--- src/rtl/count_tick_ctrl_pkg.sv ---
// Shared constants and FSM encoding for the LED counter rate/step controller.
// Defaults are derived from the board clock so a clock change only touches CLK_HZ.
package count_tick_ctrl_pkg;

   localparam int CLK_HZ           = 134_000_000;
   localparam int DEFAULT_PRESCALE = 1 << $clog2(CLK_HZ);
   localparam int DEFAULT_DEBOUNCE = CLK_HZ / 100;

   typedef enum logic {
      ST_PAUSED  = 1'b0,
      ST_RUNNING = 1'b1
   } state_t;

endpackage

--- src/rtl/btn_debounce.sv ---
// Push-button conditioner: two-flop synchronizer, stable-count debouncer and a
// registered rising-edge detector that yields one press pulse per debounced press.
module btn_debounce
   import count_tick_ctrl_pkg::*;
#(
   parameter int DEBOUNCE_CYCLES = DEFAULT_DEBOUNCE
) (
   input  logic clk,
   input  logic reset,
   input  logic btn_raw,
   output logic level,
   output logic press
);

   localparam int            CW       = $clog2(DEBOUNCE_CYCLES + 1);
   localparam logic [CW-1:0] CNT_LAST = CW'(DEBOUNCE_CYCLES - 1);

   logic          sync_a;
   logic          sync_b;
   logic          level_q;
   logic [CW-1:0] cnt;

   // Level flips on the DEBOUNCE_CYCLES-th consecutive differing sample; any match restarts the count.
   always_ff @(posedge clk or negedge reset) begin
      if (!reset) begin
         sync_a  <= 1'b0;
         sync_b  <= 1'b0;
         level   <= 1'b0;
         level_q <= 1'b0;
         press   <= 1'b0;
         cnt     <= '0;
      end else begin
         sync_a  <= btn_raw;
         sync_b  <= sync_a;
         level_q <= level;
         press   <= level & ~level_q;
         if (sync_b == level) begin
            cnt <= '0;
         end else if (cnt == CNT_LAST) begin
            level <= ~level;
            cnt   <= '0;
         end else begin
            cnt <= cnt + 1'b1;
         end
      end
   end

endmodule

--- src/rtl/count_tick_ctrl.sv ---
// Tick generator for the LED counter: free-running prescaled ticks while RUNNING,
// one tick per step press while PAUSED, run button toggles between the two.
module count_tick_ctrl
   import count_tick_ctrl_pkg::*;
#(
   parameter int PRESCALE        = DEFAULT_PRESCALE,
   parameter int DEBOUNCE_CYCLES = DEFAULT_DEBOUNCE
) (
   input  logic clk,
   input  logic reset,
   input  logic btn_run,
   input  logic btn_step,
   output logic tick,
   output logic running
);

   localparam int            PW         = $clog2(PRESCALE);
   localparam logic [PW-1:0] PRESC_LAST = PW'(PRESCALE - 1);

   state_t        state;
   state_t        state_next;
   logic [PW-1:0] presc;
   logic [PW-1:0] presc_next;
   logic          tick_next;
   logic          run_press;
   logic          step_press;
   logic          unused_run_level;
   logic          unused_step_level;

   btn_debounce #(.DEBOUNCE_CYCLES(DEBOUNCE_CYCLES)) u_run_btn (
      .clk     (clk),
      .reset   (reset),
      .btn_raw (btn_run),
      .level   (unused_run_level),
      .press   (run_press)
   );

   btn_debounce #(.DEBOUNCE_CYCLES(DEBOUNCE_CYCLES)) u_step_btn (
      .clk     (clk),
      .reset   (reset),
      .btn_raw (btn_step),
      .level   (unused_step_level),
      .press   (step_press)
   );

   always_ff @(posedge clk or negedge reset) begin
      if (!reset) begin
         state <= ST_RUNNING;
         presc <= '0;
         tick  <= 1'b0;
      end else begin
         state <= state_next;
         presc <= presc_next;
         tick  <= tick_next;
      end
   end

   // A run press outranks both a coincident terminal count and a coincident step press.
   always_comb begin
      state_next = state;
      presc_next = presc;
      tick_next  = 1'b0;
      case (state)
         ST_RUNNING: begin
            if (run_press) begin
               state_next = ST_PAUSED;
               presc_next = '0;
            end else if (presc == PRESC_LAST) begin
               presc_next = '0;
               tick_next  = 1'b1;
            end else begin
               presc_next = presc + 1'b1;
            end
         end
         ST_PAUSED: begin
            presc_next = '0;
            if (run_press) begin
               state_next = ST_RUNNING;
            end else if (step_press) begin
               tick_next = 1'b1;
            end
         end
         default: begin
            state_next = ST_RUNNING;
            presc_next = '0;
         end
      endcase
   end

   assign running = (state == ST_RUNNING);

endmodule

--- config.mk ---
export PLATFORM = sky130hd
export DESIGN_NAME = count_tick_ctrl
export DESIGN_NICKNAME = d
export VERILOG_FILES = /design/src/rtl/count_tick_ctrl_pkg.sv /design/src/rtl/btn_debounce.sv /design/src/rtl/count_tick_ctrl.sv
export SDC_FILE = /design/constraint.sdc
export NUM_CORES = 1
export LEC_CHECK = 0
export ABC_AREA = 0
export BUFFER_PORTS_ARGS = -buffer_cell sky130_fd_sc_hd__buf_2
export CAP_MARGIN = 15
export CORE_MARGIN = 2
export CORE_UTILIZATION = 45
export CTS_CLUSTER_SIZE = 25
export DETAILED_ROUTE_END_ITERATION = 7
export GPL_TIMING_DRIVEN = 1
export PLACE_DENSITY = 0.75
export SETUP_SLACK_MARGIN = 0.4
export SLEW_MARGIN = 20
export SYNTH_ARGS = -nofsm -noshare
export SYNTH_HDL_FRONTEND = slang
export SYNTH_SLANG_ARGS = --single-unit
--- constraint.sdc ---
create_clock -name clk -period 2.47 [get_ports clk]
set_clock_uncertainty 0.2 [all_clocks]
set_input_delay 0.247 -clock clk [delete_from_list [all_inputs] [get_ports clk]]
set_output_delay 0.247 -clock clk [all_outputs]
set_load 0.02 [all_outputs]
==> results.json <==
{
  "grt_busiest_layer": "met2",
  "mostFrequentLayoutCells": "79 x dfrtp_1, 66 x nor2_1, 33 x xor2_1",
  "grt_max_degree": 44,
  "clk_pin_slew_ns": 0.08,
  "min_period_ns": 2.35,
  "final_cell_area_um2": 4450,
  "gr-usage-met3": 0.0292,
  "use_met1": 0.212,
  "boundaryPins": 6,
  "root_buffer": "clkbuf_8",
  "combPwrFrac": 0.030,
  "yosysSeqAreaShare": 0.542,
  "die-area_um2": 9070,
  "grt_pass1_wl_mm": 11.6,
  "port_buffers": 5,
  "htreeDepth": 3,
  "core_um2": 8130,
  "p_int_mw": 1.93,
  "netlist_top_cells_area": "dfrtp_1 53%, nor2_1 8.6%, xor2_1 7.7%, xnor2_1 7.5%, nand3_1 3.9%",
  "n_antenna_cell": 0,
  "max_slew.worst_pin.slew_ns": 0.527,
  "max-slew-margin-rel": 0.648,
  "startpoint_type": "register",
  "syn_avg_cell_area_um2": 10.1,
  "largest_reg_flops": 27,
  "synth_seq_cells": 81,
  "clock-sinks": 81,
  "drt_iter0_markers": 106,
  "clockBufferDepth": 2,
  "cts_made_buffers": 9,
  "cp.required_ns": 2.50,
  "yosys.area.top_type": "dfrtp_1",
  "rsz0062_at_grt": "true",
  "pwr-share-seq": 0.550,
  "path_class": "register to register",
  "fp-row-count": 33,
  "netlist_instances": 372,
  "initial_core_util": 0.460,
  "synth_cell_type_count": 36,
  "grt.overflow.total": 0,
  "synth.top_cell.area_share": 0.535,
  "post_drt_wl_per_cell_um": 14.1,
  "fin_crit_sh": 0.953,
  "area_growth_pct": 18.8,
  "critical_path_arrival_ns": 2.38,
  "setup_violations": 0,
  "syn_nets": 379,
  "ys.warnings.count": 0,
  "rrSetupSlack_ns": 0.12,
  "final_common_cell": "dfrtp_1",
  "nets": 416,
  "drt_wl_total_mm": 7.32,
  "viasPerCell": 5.27,
  "dr_total_vias": 2737,
  "grt_usage": 0.166,
  "drive_gt1_frac": 0.200,
  "grt_pass1_vias": 2643,
  "synth_area_um2": 3740,
  "place_area_um2": 3970,
  "place_congestion": 0.787,
  "path_max_fanout": 6,
  "p_per_area_nw_per_um2": 550,
  "largest_registers": "presc: 27 flops, u_run_btn.cnt: 21 flops, u_step_btn.cnt: 21 flops",
  "p_clk_frac": 0.420,
  "leakagePower_nw": 1.87,
  "ir_drop_uv": 292,
  "slew_viol_final": 0,
  "maxCapViolations": 0,
  "hold_path_class": "register to register",
  "fin_tns_setup_ns": 0,
  "die_w_um": 95.2,
  "post-route-drc-count": 0,
  "regMostFlops": "presc",
  "power.net_switching_uw": 524,
  "dr.pass1.iters": 4,
  "cts_tree": "done",
  "die_y_um": 95.2,
  "use_met2": 0.277,
  "switching_share": 0.214,
  "hpwlAfterDp_mm": 4.60,
  "fmax_mhz": 425,
  "antenna_found_initial": 0,
  "ant_nets": 0,
  "status": "finished clean",
  "insertion_delay_ns": 0.34,
  "hold_violations": 0,
  "endpoint_kind": "register"
}
-- worst max-delay path: stages, from the launching register on --
cell and delay [ns]:
dfrtp_1 0.39, or4b_1 0.54, or4_4 0.45, nor4_4 0.27, or2_4 0.20, buf_6 0.14
nor2_1 0.05
-- layout make-up --
| class | count | area [um^2] |
|---|---|---|
| Clock buffer | 10 | 128 |
| Fill cell | 663 | 3680 |
| Clock inverter | 6 | 82.6 |
| Inverter | 11 | 41.3 |
| Sequential cell | 81 | 2030 |
| Tap cell | 105 | 131 |
| Timing Repair Buffer | 32 | 273 |
| Multi-Input combinational cell | 274 | 1770 |
-- power by group through the flow --
| stage | Sequential [mW] | Clock [mW] | Combinational [mW] |
|---|---|---|---|
| after detailed placement | 1.37 | 0 | 0.0637 |
| after floorplan | 1.37 | 0 | 0.0290 |
| after CTS | 1.35 | 1.05 | 0.0690 |
| after global routing | 1.35 | 1.10 | 0.0846 |
| final | 1.35 | 1.03 | 0.0741 |
| after global placement | 1.37 | 0 | 0.0620 |
-- path summary, 6_finish.rpt --
check | startpoint | to | depth (start not counted)
min in group asynchronous | reset | presc[5] | 2
worst min register to register | u_step_btn.sync_a | u_step_btn.sync_b | 0
worst min-delay path | u_step_btn.sync_a | u_step_btn.sync_b | 0
worst max register to register | u_run_btn.cnt[16] | u_run_btn.cnt[16] | 6
worst max-delay path | u_run_btn.cnt[16] | u_run_btn.cnt[16] | 6
max in group asynchronous | reset | presc[19] | 3
-- logic make-up (layout without fill, tap and decap cells) --
group | after synthesis | after routing | synth area share
multiplexers | 2 | 2 | 0.00601
AO/OA/AOI/OAI | 5 | 5 | 0.0114
XOR/XNOR | 65 | 65 | 0.152
buffers and inverters | 18 | 59 | 0.0254
adder cells (fa/ha/maj) | 3 | 3 | 0.0100
AND/OR/NAND/NOR | 198 | 199 | 0.254
flip-flops | 81 | 81 | 0.542
-- cells in the mapped netlist --
cell type,instances
a21o_1,1
a311o_1,1
a32o_1,1
a41o_1,1
and2_1,1
and3_1,8
and4_1,2
and4_2,1
buf_12,1
buf_2,3
buf_6,1
clkbuf_1,2
dfrtp_1,80
dfstp_2,1
ha_1,3
inv_1,11
mux2_2,2
nand2_1,23
nand2b_1,1
nand3_1,29
nand4_1,16
nand4b_1,2
nor2_1,86
nor2b_1,3
nor3_1,12
nor4_1,3
nor4_2,1
o21ai_0,1
or2_1,1
or2_2,1
or3_1,2
or4_1,3
or4b_1,1
or4b_2,2
xnor2_1,32
xor2_1,33
-- layer usage --
layer | up-vias | routed length, um
met3 | 13 | 154
li1 | 1325 | -
met2 | 34 | 3580
met5 | - | 0
met1 | 1365 | 3470
met4 | 0 | 116
-- per-stage QoR --
stage / hold slack, ns / util / cells / setup slack, ns / power, mW
after floorplan: -0.249 / - / 372 / 0.201 / 1.40
final: 0.153 / 0.547 / 519 / 0.117 / 2.45
after global routing: 0.164 / 0.547 / 519 / 0.0601 / 2.53
after CTS: 0.160 / 0.523 / 512 / 0.171 / 2.47
after global placement: 0.0545 / 0.488 / 488 / 0.215 / 1.43
after detailed placement: 0.0564 / 0.488 / 488 / 0.157 / 1.44
-- what timing repair did --
| item | CTS | global route |
|---|---|---|
| gates cloned | 0 | 4 |
| setup buffers | 5 | 3 |
| hold buffers | 3 | 0 |
| endpoints found under the hold margin | 39 | 0 |
| gates resized for setup | 4 | 44 |
| pin swaps | 1 | 15 |
| setup endpoints to repair | 60 | 61 |
Power figures use the tool's default switching activity.
